==> src/rtl/prog_counter_fsm.sv <==
// prog_counter_fsm: run-controlled programmable up/down counter with terminal limit, wrap/saturate and sticky flags
// Ports: clk, reset (sync, active-high); start/stop run control; load/load_value parallel load;
//   mode (00 +1, 01 -1, 10 +step, 11 -step), step operand; limit_we/limit_in terminal limit write;
//   saturate (0 wrap, 1 clamp); one_shot (park in DONE after first event); clear_flags;
//   count, running, tc (registered event pulse), ovf_sticky, unf_sticky.
// Optional: define PROG_COUNTER_PRESCALE_EN to add parameter PRESC_W and input prescale,
//   giving one tick every prescale+1 RUN cycles.
module prog_counter_fsm #(
  parameter int WIDTH = 8,
  parameter logic [WIDTH-1:0] RESET_LIMIT = {WIDTH{1'b1}}
`ifdef PROG_COUNTER_PRESCALE_EN
  , parameter int PRESC_W = 8
`endif
) (
  input  logic             clk,
  input  logic             reset,
  input  logic             start,
  input  logic             stop,
  input  logic             load,
  input  logic [WIDTH-1:0] load_value,
  input  logic [1:0]       mode,
  input  logic [WIDTH-1:0] step,
  input  logic             limit_we,
  input  logic [WIDTH-1:0] limit_in,
  input  logic             saturate,
  input  logic             one_shot,
  input  logic             clear_flags,
`ifdef PROG_COUNTER_PRESCALE_EN
  input  logic [PRESC_W-1:0] prescale,
`endif
  output logic [WIDTH-1:0] count,
  output logic             running,
  output logic             tc,
  output logic             ovf_sticky,
  output logic             unf_sticky
);
  typedef enum logic [1:0] {IDLE, RUN, DONE} state_t;
  state_t state_q, state_d;
  logic [WIDTH-1:0] count_q, count_d, limit_q, operand, tick_val;
  logic [WIDTH:0] sum;
  logic running_q, tc_q, ovf_q, unf_q;
  logic tick, up_ev, dn_ev, ev, psc_zero;
`ifdef PROG_COUNTER_PRESCALE_EN
  logic [PRESC_W-1:0] psc_q;
  assign psc_zero = psc_q == '0;
`else
  assign psc_zero = 1'b1;
`endif
  always_comb begin
    operand  = mode[1] ? step : {{(WIDTH-1){1'b0}}, 1'b1};
    sum      = {1'b0, count_q} + {1'b0, operand};
    // a zero operand never moves the count, so it can never be an event
    up_ev    = (|operand) && (sum > {1'b0, limit_q});
    dn_ev    = operand > count_q;
    ev       = mode[0] ? dn_ev : up_ev;
    tick     = (state_q == RUN) && !load && !stop && psc_zero;
    tick_val = mode[0] ? (dn_ev ? (saturate ? '0 : limit_q) : count_q - operand)
                       : (up_ev ? (saturate ? limit_q : '0) : sum[WIDTH-1:0]);
    count_d  = load ? load_value : tick ? tick_val : count_q;
    // load blocks start but a simultaneous stop still returns RUN to IDLE
    state_d  = ((load && state_q == DONE) || (stop && state_q == RUN)) ? IDLE :
               (start && !load && state_q != RUN) ? RUN :
               (tick && ev && one_shot) ? DONE : state_q;
  end
  always_ff @(posedge clk) begin
    if (reset) begin
      state_q   <= IDLE;
      count_q   <= '0;
      limit_q   <= RESET_LIMIT;
      running_q <= 1'b0;
      tc_q      <= 1'b0;
      ovf_q     <= 1'b0;
      unf_q     <= 1'b0;
    end else begin
      state_q   <= state_d;
      count_q   <= count_d;
      limit_q   <= limit_we ? limit_in : limit_q;
      running_q <= state_d == RUN;
      tc_q      <= tick && ev;
      ovf_q     <= (tick && ev && !mode[0]) || (ovf_q && !clear_flags);
      unf_q     <= (tick && ev && mode[0]) || (unf_q && !clear_flags);
    end
  end
`ifdef PROG_COUNTER_PRESCALE_EN
  always_ff @(posedge clk) begin
    if (reset || load || stop || (start && state_q != RUN))
      psc_q <= prescale;
    else if (state_q == RUN)
      psc_q <= psc_zero ? prescale : psc_q - {{(PRESC_W-1){1'b0}}, 1'b1};
  end
`endif
  assign count      = count_q;
  assign running    = running_q;
  assign tc         = tc_q;
  assign ovf_sticky = ovf_q;
  assign unf_sticky = unf_q;
endmodule

==> config.mk <==
export PLATFORM = sky130hd
export DESIGN_NAME = prog_counter_fsm
export DESIGN_NICKNAME = d
export VERILOG_FILES = /design/src/rtl/prog_counter_fsm.sv
export SDC_FILE = /design/constraint.sdc
export NUM_CORES = 1
export LEC_CHECK = 0
export BUFFER_PORTS_ARGS = -buffer_cell sky130_fd_sc_hd__buf_2
export CAP_MARGIN = 40
export CORE_UTILIZATION = 25
export DETAILED_ROUTE_END_ITERATION = 16
export GPL_TIMING_DRIVEN = 0
export SETUP_SLACK_MARGIN = 0.15
export SKIP_CTS_REPAIR_TIMING = 1
export SKIP_LAST_GASP = 1
export SLEW_MARGIN = 10
export SYNTH_ARGS = -nofsm -noshare
export SYNTH_HDL_FRONTEND = slang
export SYNTH_SLANG_ARGS = --single-unit
==> constraint.sdc <==
create_clock -name clk -period 4.2 [get_ports clk]
set_input_delay 0.63 -clock clk [delete_from_list [all_inputs] [get_ports clk]]
set_output_delay 0.63 -clock clk [all_outputs]
set_load 0.005 [all_outputs]
Word-level counts from Yosys, hierarchy flattened
Cells that the tools add are included.
{"block": "op_classes", "add_sub_neg": 2, "n_lt_le_gt_ge": 2, "n_eq_ne": 4, "n_mux": 12, "reduce_logical": 22}
{"operator": "two-way mux 8 bit", "n": 8}
{"operator": "logical AND 1 bit", "n": 13}
{"operator": "adder 8 x 8 -> 9 bit", "n": 1}
{"operator": "greater-than comparator 9 x 8 -> 1 bit", "n": 1}
{"operator": "greater-than comparator 8 bit", "n": 1}
{"operator": "OR reduction 8 bit", "n": 1}
{"operator": "subtractor 8 bit", "n": 1}
{"operator": "two-way mux 2 bit", "n": 3}
{"operator": "equality test 2 x 1 -> 1 bit, second input constant", "n": 2}
{"operator": "zero test 1 bit", "n": 4}
{"operator": "logical OR 1 bit", "n": 3}
{"operator": "equality test 2 bit, second input constant", "n": 1}
{"operator": "inequality test 2 x 1 -> 1 bit, second input constant", "n": 1}
{"operator": "nonzero test 2 bit", "n": 1}
{"operator": "two-way mux 1 bit", "n": 1}
{"block": "word_totals", "reg_bits": 22, "inputBits": 35, "output_inout_bits": 12, "word_cells": 49}

Logic depth before layout (Yosys ltp)
Gate-level depths: netlist of the first run.
{"block": "depth", "ltp_word": 11, "ltp_mapped": 15, "ltp_nobuf": 14}

Worst setup path before layout of the first run
No wires, ideal clock.
{"block": "synth_path", "path_type": "in2reg", "start": "in mode[1]", "end": "reg count_q[3] (netlist: count[3])", "setup_time_ns": 0.127, "arrival_time_ns": 3.797, "required_time_ns": 4.073, "setup_slack_ns": 0.275, "cell_stages": 15, "path_buffers": 1, "path_cell_list": "clkbuf_2 > or2b_2 > ha_1 > fa_1 > nand2b_1 > a211oi_1 > o31ai_1 > xnor2_1 > ha_1 > and3_2 > and3_1 > a211oi_2 > o21ai_2 > a221o_1 > o2bb2ai_1"}
{"block": "synth_via", "elab_chain_cells": 8, "word_cells_on_any_way": 12, "cone_classes": "add/sub: 2; order compare: 2; mux: 6; reduce/logical: 2"}
{"item": "from (decl)", "line": "21", "rtl": "input logic [1:0] mode,"}
{"item": "two-way mux 8 bit (*)", "line": "50", "rtl": "operand = mode[1] ? step : {{(WIDTH-1){1'b0}}, 1'b1};"}
{"item": "adder 8 x 8 -> 9 bit", "line": "51", "rtl": "sum = {1'b0, count_q} + {1'b0, operand};"}
{"item": "greater-than comparator 9 x 8 -> 1 bit", "line": "53", "rtl": "up_ev = (|operand) && (sum > {1'b0, limit_q});"}
{"item": "logical AND 1 bit", "line": "53"}
{"item": "two-way mux 8 bit", "line": "58", "rtl": ": (up_ev ? (saturate ? limit_q : '0) : sum[WIDTH-1:0]);"}
{"item": "two-way mux 8 bit (*)", "line": "57", "rtl": "tick_val = mode[0] ? (dn_ev ? (saturate ? '0 : limit_q) : count_q - operand)"}
{"item": "two-way mux 8 bit (*) (2 in a row)", "line": "59", "rtl": "count_d = load ? load_value : tick ? tick_val : count_q;"}
{"item": "to (signal assigned)", "line": "76", "rtl": "count_q <= count_d;"}
{"item": "to (decl)", "line": "39", "rtl": "logic [WIDTH-1:0] count_q, count_d, limit_q, operand, tick_val;"}
Every way passes the cells marked *; elsewhere a longest branch is shown, timed or not. The select of a mux whose other input is x is not followed.
A chain may end at the register's enable or synchronous reset.

Worst setup path after layout of the first run
{"block": "layout_path", "start": "in mode[1]", "end": "reg count_q[7] (netlist: count[7])"}
Same word-level chain as after synthesis.

==> metrics, run 1 <==
IO Pins=47; cell area power density=260 nW/µm²; Syn Inst Count=between 200 and 300; WP data arrival=around 4.0 ns; H-tree levels=1; Clock Sinks=22; Synth Net Count=332; proportion of layout cells with a drive suffix above 1=23.9%; Most Used Layer, Global Route=met2; setup TNS=0 ns; max incr delay on CP=around 0.38 ns; drt via density=around 5.1; top_reg_cell synth=dfxtp_1; RSZ-0062 raised after global routing=no; DIE AREA=8990 µm²; Peak VDD IR=0.000143 V; Worst Path Buf+Inv=1; Slew Limit Fails=0; largest net degree at the start of global routing=13; crit path max fanout=8; number of synthesized flops with an enable pin=0; cell mode on critical path=ha_1; NumNets Final=380; Routability Congestion=0.874; Slew HR=between 60% and 70%; endpoints failing setup=0; Slowest cell on crit path=a221o_1; drc violations=0; library cells used by synthesis=63; worst hold path class=reg -> reg; grt met2 use=around 26%; Post-Syn Area=2150 µm²; vias in the first global route=2207; number of max-cap violations=0; Routed Wire Length=between 6 and 7 mm; clk_skew=0.00949 ns; met3 usage=~2.3%; CTS Buf Count=3; DP Area=2500 µm²; hpwl dp=5.32 mm; number of synthesis warnings=0; Vias=2157; initial antenna violation count=0; Ant. Diodes=0; Design Area, Final=2630 µm²; Post-synth ARST share=0%; synthesized flop and latch total=22; first-pass GRT wire length=10.5 mm; root buf cell=clkbuf_8; drt first pass iters=4; Crit. End Element=flip-flop; Horiz. Die Dim=94.8 µm; fin util=31.8%; Skew-Pair Late Insertion Delay=0.27 ns; Die Ht=94.8 µm; final hold violation count=0; GR Layer Usage met1=20.5%; minimum clock period=3.86 ns; Clk pin slew, worst setup/hold paths=0.08 ns; f_max=259 MHz; gr ovfl total=0; drt wl/cell=15.6 µm; CP startpoint kind=input port; FP Rows=33; CTS Buffer Depth=2; most frequent cells in the layout=buf_2 (46), inv_1 (26), nand2_1 (25); GRT Total Usage=15.4%; Mean Syn Cell Area=7.95 µm²; cell family with most CP delay=compound AO/OA/AOI/OAI gates; Detailed Route Iter0 Violations=100; Area growth, synth to finish=22.0%; crit path cell chain=clkbuf_4 > or2b_4 > ha_1 > fa_2 > nand2b_1 > a211oi_2 > o31ai_2 > xnor2_2 > ha_1 > and3_2 > and3_1 > a211oi_4 > o21ai_4 > a221o_1 > o31a_1; Initial Util=around a quarter; commonest non-fill, non-tap cell in the layout=buf_2; Core Box Area=8260 µm²; Routed Antenna Nets=0; CTS tree=done; Leak=1.22 nW; Data required, critical path=4.36 ns; post-route clock period utilization=91.9%; critical path type=in -> reg; status=finished clean; Worst Tran Pin Value=between 0.5 and 0.6 ns; sequential element share of the synthesized area=20.5%; Port Buffers=43
kinds of logic (layout without fill, tap and decap cells):
| group | Yosys count | after routing | share of synthesized area (%) |
|---|---|---|---|
| adders and majority gates | 26 | 26 | 15.8 |
| buffers and inverters | 41 | 88 | 8.13 |
| AOI/OAI and AO/OA | 92 | 92 | 31.8 |
| DFF | 22 | 22 | 20.5 |
| muxes | 2 | 2 | 0.930 |
| and+or+nand+nor | 77 | 77 | 18.4 |
| xor gates and xnor gates | 11 | 11 | 4.47 |
Yosys cell counts, types with 4 or more instances:
| cell | instances | share of area (%) |
|---|---|---|
| inv_1 | 26 | 4.5 |
| dfxtp_1 | 22 | 20 |
| nand2_1 | 25 | 4.4 |
| o31ai_1 | 5 | 1.7 |
| o21a_1 | 4 | 1.4 |
| a21oi_1 | 18 | 4.2 |
| nand3b_1 | 5 | 1.7 |
| xnor2_1 | 10 | 4.1 |
| a21o_1 | 4 | 1.4 |
| a22oi_1 | 7 | 2.4 |
| o211ai_1 | 9 | 3.1 |
| nor2b_1 | 4 | 1.2 |
| ha_1 | 24 | 14 |
| clkbuf_1 | 6 | 1.0 |
| o21ai_0 | 9 | 2.1 |
| nand2b_1 | 4 | 1.2 |
| nand3_1 | 6 | 1.4 |
| a221oi_1 | 5 | 2.0 |
| nor2_1 | 14 | 2.4 |
| nor3_1 | 5 | 1.2 |
per-stage QoR:
stage                     setup slack (ns)  hold slack, ns  power, mW  instances
after floorplan                      0.275           0.448      0.431        271
after global placement              -0.169           0.468      0.509        419
after detailed placement            -0.208           0.447      0.511        419
after CTS                           0.0521           0.467      0.672        423
after global routing                 0.159           0.500      0.732        423
final                                0.339           0.476      0.683        423
per-layer routing:
metal | part of all wire [%] | wire (µm) | vias to the layer above
li1 | - | - | 1086
met5 | 0 | 0 | -
met4 | 0.90 | 59 | 0
met2 | 45 | 2980 | 74
met1 | 47 | 3100 | 993
met3 | 6.9 | 452 | 4
final cells by class:
class                           count  area, µm²
Fill cell                         901       5630
Multi-Input combinational cell    208       1610
Sequential cell                    22        440
Timing Repair Buffer               43        215
Tap cell                          105        131
Inverter                           27        101
Buffer                             14       76.3
Clock buffer                        4       55.1
worst paths after layout:
path,from,end,slack [ns],cells after the start
max,mode[1],count[7],0.34,15
min,ovf_sticky,ovf_sticky,0.48,2
max reg2reg,count[2],count[7],0.62,13
min reg2reg,ovf_sticky,ovf_sticky,0.48,2
sequential cells by signal, indices dropped and copies added (netlist names):
signal      flops
count           8
unf_sticky      1
running         1
tc              1
state_q         2
ovf_sticky      1
limit_q         8
where the power goes:
part / total (mW) / leakage [nW] / internal [mW] / switching (mW)
registers: 0.236 / 0.182 / 0.221 / 0.0146
clock network: 0.156 / 0.0288 / 0.0837 / 0.0721
logic: 0.292 / 1.01 / 0.125 / 0.167
worst reg2reg max path: cells and delay by family, from the launching register on:
kind            cells  cell delay, ns
xor+xnor            1            0.24
compound gates      6            1.31
fa+ha+maj           2            0.61
flops               1            0.41
buf+inv             1            0.17
simple gates        3            0.72
(Power assumes the default switching activity.)
==> run 2, diff against run 1 <==
CELL_PAD_IN_SITES_DETAIL_PLACEMENT = 1   (was unset)
CELL_PAD_IN_SITES_GLOBAL_PLACEMENT = 2   (was unset)
CORE_MARGIN = 2   (was unset)
PLACE_DENSITY_LB_ADDON = 0.1   (was unset)
==> run 2 against run 1 <==
  * Non-clock buffer count increased by 1
  * Via count increased by 1.3%
  * Clock power increased by 4%
  * Worst hold slack got worse by 0.012 ns
  * Die area increased by 4.3%
  * Critical path type unchanged
  * Critical endpoint is now count[3]
  * Largest cell class unchanged
==> metrics, run 2 (synthesized netlist as in run 1, its figures left out) <==
sequential power share=33.8% (-0.7 points); Comb pwr share=43.1% (+0.4 points); crit path cell chain=clkbuf_4 > or2b_4 > ha_1 > fa_2 > nand2b_1 > a211oi_2 > o31ai_2 > xnor2_1 > ha_1 > and3_2 > and3_1 > a211oi_4 > o21ai_4 > a221o_1 > o2bb2ai_1; RSZ-0062 raised after global routing=no; f_max=255 MHz (-1.4%); NumNets Final=381 (+0.26%); CTS Buf Count=3 (unchanged); Slowest cell on crit path=a221o_1; Data required, critical path=4.35 ns (about the same); CTS Buffer Depth=2 (unchanged); Final WS setup=0.283 ns (-0.0560 ns); initial antenna violation count=0 (unchanged); cell area power density=266 nW/µm² (+2.1%); Die Ht=96.8 µm (+2.1%); dpl cells=419 (unchanged); drt wl/cell=17.9 µm (+15%); Port Buffers=43 (unchanged); CTS tree=done; gr ovfl total=0 (unchanged); cell mode on critical path=ha_1; Detailed Route Iter0 Violations=73 (-27%); drt first pass iters=4 (unchanged); worst hold path class=reg -> reg; Area growth, synth to finish=22.3%; Routed Antenna Nets=0 (unchanged); minimum clock period=3.92 ns (+0.0560 ns); Vias=2186 (+1.3%); root buf cell=clkbuf_8; proportion of layout cells with a drive suffix above 1=24.1% (+0.24 points); endpoints failing setup=0 (unchanged); fill count=1018 (+13%); post-route clock period utilization=93.3% (+1.3 points); Core Box Area=8300 µm² (+0.50%); status=finished clean; Switching Share=38.3% (+1.2 points); clk_skew=0.00455 ns (-0.00494 ns); Slew Limit Fails=0 (unchanged); GRT Total Usage=16.0% (+0.62 points); final hold violation count=0 (unchanged); Design Area, Final=2630 µm² (+0.29%); Power Total=0.699 mW (+2.4%); CP startpoint kind=input port; P_int=0.431 mW (+0.43%); H-tree levels=1 (unchanged); max incr delay on CP=0.37 ns (about the same); drt via density=5.16 (+1.1%); Routability Congestion=0.766 (-12%); Peak VDD IR=0.000154 V (+7.4%); Routed Wire Length=7.59 mm (+15%); Worst Tran Pin Value=0.536 ns (+0.0162 ns); Skew-Pair Late Insertion Delay=0.27 ns (about the same); drc violations=0 (unchanged); number of max-cap violations=0 (unchanged); sw power=0.268 mW (+5.6%); crit path max fanout=8 (unchanged); Ant. Diodes=0 (unchanged); fin util=31.7% (-0.068 points); FP Rows=33 (unchanged); Initial Util=25.9% (-0.13 points); Horiz. Die Dim=96.8 µm (+2.1%); Crit. End Element=flip-flop; final instance count without filler cells=424 (+0.24%); most frequent cells in the layout=buf_2 (46), inv_1 (26), nand2_1 (25); clock power share=23.1% (+0.3 points); Clk pin slew, worst setup/hold paths=0.09 ns (about the same); Clock Sinks=22 (unchanged); Leak=1.22 nW (+0.32%); DIE AREA=9370 µm² (+4.3%); DP Worst Slack=-0.332 ns (-0.124 ns); WP data arrival=4.07 ns (+0.05 ns); IO Pins=47 (unchanged); vias in the first global route=2236 (+1.3%); hpwl dp=6.27 mm (+18%); DP Area=2500 µm² (unchanged); critical path type=in -> reg; largest net degree at the start of global routing=13 (unchanged); first-pass GRT wire length=12.0 mm (+14%); Slew HR=64.2% (-1.1 points); commonest non-fill, non-tap cell in the layout=buf_2
run 2: cell count changes in the layout (fill, tap and decap cells not counted):
cell,delta
buf_4,+1
run 2: metal layers:
| layer | share of wire (%) | track usage [%] |
|---|---|---|
| met3 | 1.9 | 1.30 |
| met4 | 0.80 | 2.93 |
| met1 | 49 | 22.3 |
| met5 | 0 | 0 |
| met2 | 48 | 27.4 |
run 2: final timing paths:
check                             endpoint  cells after the start  slack (ns)  startpoint
worst max-delay path              count[3]                     15        0.28     mode[1]
worst min-delay path            ovf_sticky                      2        0.46  ovf_sticky
worst max register to register    count[3]                     13        0.61    count[2]
worst min register to register  ovf_sticky                      2        0.46  ovf_sticky
run 2: through the flow:
| step | hold slack, ns | setup TNS [ns] |
|---|---|---|
| 4_1_cts | 0.466 | -0.0539 |
| 3_3_place_gp | 0.449 | -2.15 |
| 5_1_grt | 0.492 | 0 |
| 3_5_place_dp | 0.443 | -2.20 |
| 6_report | 0.464 | 0 |
| 2_1_floorplan | 0.448 | 0 |
run 2: cell type report:
| type | count | area (µm²) | area share, % |
|---|---|---|---|
| multi-input cells | 208 | 1610 | 61.0 |
| inverters | 27 | 101 | 3.85 |
| repair buffers | 44 | 223 | 8.46 |
| well taps | 105 | 131 | 4.99 |
| flip-flops and latches | 22 | 440 | 16.7 |
| plain buffers | 14 | 76.3 | 2.90 |
| clock buffers | 4 | 55.1 | 2.09 |
run 2: power by group through the flow:
stage               combinational, mW  sequential [mW]  clock (mW)
floorplan                       0.195            0.236           0
global placement                0.284            0.241           0
detailed placement              0.284            0.241           0
CTS                             0.286            0.236       0.167
global route                    0.334            0.238       0.177
finish                          0.301            0.236       0.162
run 2: critical path: cells and delay by family:
family / cells / cell delay [ns]
AO/OA/AOI/OAI: 6 / 1.30
XOR/XNOR: 1 / 0.23
adder cells (fa/ha/maj): 3 / 0.87
buffers and inverters: 1 / 0.16
AND/OR/NAND/NOR: 4 / 0.87
==> run 3, diff against run 2 <==
ABC_AREA = 1   (was unset)
==> run 3 against run 2 <==
  * Wire length fell by 0.14%
  * Worst hold slack better by 0.013 ns
  * Non-clock buffer count is 2 lower
  * Flip-flop and latch count is the same
  * Die area increased by 8.1%
  * Sequential power hardly changed
  * Critical path type unchanged
  * Worst setup slack better by 0.34 ns
  * Utilization fell by 1.6 points
==> metrics, run 3 <==
status=finished clean; top_reg_cell synth=dfxtp_1; Crit. End Element=flip-flop; critical path type=in -> reg; endpoints failing setup=0 (unchanged); post-route clock period utilization=85.2% (-8.1 points); Routability Congestion=0.824 (+7.6%); crit path cell chain=buf_2 > inv_1 > nand2_4 > ha_1 > fa_1 > nand3_1 > nand2_2 > nand3_1 > nand2_1 > xor2_1 > inv_1 > ha_1 > a21o_1 > a21oi_1 > nand2_1 > nand2_1 > nand2_4 > nand2_4 > nand2_1 > nand3_1 > nand3_1 > nand2_1 > a21oi_1; GRT Total Usage=15.5% (-0.55 points); number of synthesis warnings=0 (unchanged); sequential element share of the synthesized area=18.9% (-1.6 points); Vias=2440 (+12%); hpwl dp=6.56 mm (+4.7%); number of synthesized flops with an enable pin=0 (unchanged); drt first pass iters=4 (unchanged); drt wl/cell=14.4 µm (-20%); Post-synth ARST share=0% (unchanged); synthesized flop and latch total=22 (unchanged); first-pass GRT wire length=12.2 mm (+1.8%); CP startpoint=step[0]; CP startpoint kind=input port; CTS Buffer Depth=2 (unchanged); Ant. Diodes=0 (unchanged); clk_skew=0.00669 ns (+0.00214 ns); Area growth, synth to finish=18.2%; cell family with most CP delay=simple AND/OR/NAND/NOR gates; most common cell in the netlist=nand2_1; R2R Path Start=count[0]; most frequent cells in the layout=nand2_1 (86), inv_1 (48), nand3_1 (46); FF-to-FF path depth=20 (+7); commonest non-fill, non-tap cell in the layout=nand2_1; final hold violation count=0 (unchanged); IO Pins=47 (unchanged); Peak VDD IR=0.000107 V (-31%); cell area power density=295 nW/µm² (+11%); proportion of layout cells with a drive suffix above 1=19.5% (-4.7 points); top cells by count, synth=nand2_1 (86), inv_1 (48), nand3_1 (46), nor2_1 (32); Mean Syn Cell Area=6.33 µm² (-20%); Port Buffers=43 (unchanged); Post-Syn Area=2340 µm² (+8.5%); reg-to-reg slack, setup=0.85 ns (+0.24 ns); setup TNS=0 ns (unchanged); Clk pin slew, worst setup/hold paths=0.09 ns (about the same); Data required, critical path=4.34 ns (about the same); Routed Wire Length=7.58 mm (-0.14%); CTS Buf Count=3 (unchanged); Routed Antenna Nets=0 (unchanged); worst hold start=unf_sticky; area leader, netlist=dfxtp_1; Slowest cell on crit path=fa_1; drt via density=4.63 (-10%); minimum clock period=3.58 ns (-0.339 ns); Syn Inst Count=369 (+36%); gr ovfl total=0 (unchanged); Slew Limit Fails=0 (unchanged); NumNets Final=478 (+25%); vias in the first global route=2434 (+8.9%); FF-to-FF End=count[7]; H-tree levels=1 (unchanged); WP data arrival=3.71 ns (-0.36 ns); max incr delay on CP=0.42 ns (+0.05 ns); WHS Path Cells=2 (unchanged); area of the multi-input gates=1600 µm² (-0.62%); Clock Sinks=22 (unchanged); DIE AREA=10100 µm² (+8.1%); Leak=1.55 nW (+27%); CTS tree=done; f_max=279 MHz (+9.5%); FF/Latch Area=440 µm² (unchanged); number of max-cap violations=0 (unchanged); library cells used by synthesis=36 (-43%); root buf cell=clkbuf_8; RSZ-0062 raised after global routing=no; Die Ht=101 µm (+4.0%); Skew-Pair Late Insertion Delay=0.27 ns (about the same); Worst Tran Pin Value=0.548 ns (+0.0118 ns); cell mode on critical path=nand2_1; fill count=1199 (+18%); initial antenna violation count=0 (unchanged); worst hold path class=reg -> reg; Horiz. Die Dim=101 µm (+4.0%); crit path max fanout=9 (+1); fin util=30.2% (-1.6 points); Core Box Area=9150 µm² (+10%); top cell type's share of synthesized area=18.9% (-1.6 points); Synth Net Count=430 (+30%); FP Rows=35 (+6.1%); largest net degree at the start of global routing=14 (+1); Detailed Route Iter0 Violations=71 (-2.7%); Initial Util=25.5% (-0.42 points); Min-Delay Endpoint=unf_sticky; Slew HR=63.5% (-0.78 points); Worst Path Buf+Inv=3 (+2); drc violations=0 (unchanged); synth top area cells=dfxtp_1 (19%), nand2_1 (14%), ha_1 (13%)
==> run 3: changes by cell type after synthesis, moves of 6 or more <==
cell,previous run,this run
xnor2_1,10,1
nand2_1,25,86
nor2_1,14,32
inv_2,0,7
nand3_1,6,46
o21ai_0,9,18
a22oi_1,7,0
a21oi_1,18,24
o211ai_1,9,3
inv_1,26,48
==> run 3: stage by stage <==
stage | power (mW) | hold slack, ns | std cells | setup WS, ns | instance area (µm²)
CTS | 0.831 | 0.484 | 527 | 0.576 | 2760
detailed placement | 0.622 | 0.469 | 523 | 0.298 | 2690
finish | 0.816 | 0.477 | 527 | 0.622 | 2760
floorplan | 0.503 | 0.463 | 369 | 0.963 | 2340
global route | 0.890 | 0.504 | 527 | 0.281 | 2760
global placement | 0.618 | 0.458 | 523 | 0.300 | 2690
==> run 3: cell type report <==
cell class | count | area share [%]
clock inverter | 1 | 1.09
clock buffer | 3 | 1.50
timing repair buffer | 43 | 7.79
buffer | 13 | 2.90
sequential | 22 | 15.9
multi-input combinational | 277 | 57.8
inverter | 57 | 7.93
tap | 111 | 5.03
==> run 3: logic make-up (layout without fill, tap and decap cells) <==
logic type,Yosys count,in the layout,share of synthesized area (%)
XOR/XNOR,6,6,2.25
AND/OR/NAND/NOR,190,190,38.1
AO/OA/AOI/OAI,55,55,13.4
flip-flops,22,22,18.9
buffers and inverters,70,117,12.8
adder cells (fa/ha/maj),26,26,14.6
==> run 3: worst max-delay path by stage <==
stage                     cells after the start  slack, ns          to
after global routing                         23       0.28    count[6]
after CTS                                    23       0.58    count[7]
final                                        23       0.62    count[7]
after global placement                       23       0.30    count[7]
after detailed placement                     23       0.30    count[7]
after floorplan                              21       0.96  state_q[1]
==> run 3: per-layer routing <==
metal | global-route usage (%) | wire (µm) | up-vias
met1 | 21.6 | 3790 | 1128
met4 | 2.21 | 40 | 0
met5 | 0 | 0 | -
met3 | 1.73 | 170 | 2
li1 | - | - | 1281
met2 | 26.3 | 3570 | 29
==> run 3: tightest hold or removal path: stages, from the launching register on <==
cell     delay, ns
dfxtp_1       0.32
nand3_1       0.07
nand2_1       0.05
==> run 3: power by group <==
| group | switching, mW | internal [mW] | leakage (nW) | total (mW) |
|---|---|---|---|---|
| Sequential | 0.0145 | 0.223 | 0.182 | 0.238 |
| Combinational | 0.240 | 0.134 | 1.33 | 0.374 |
| Clock | 0.0770 | 0.127 | 0.0357 | 0.204 |
| Total | 0.332 | 0.484 | 1.55 | 0.816 |
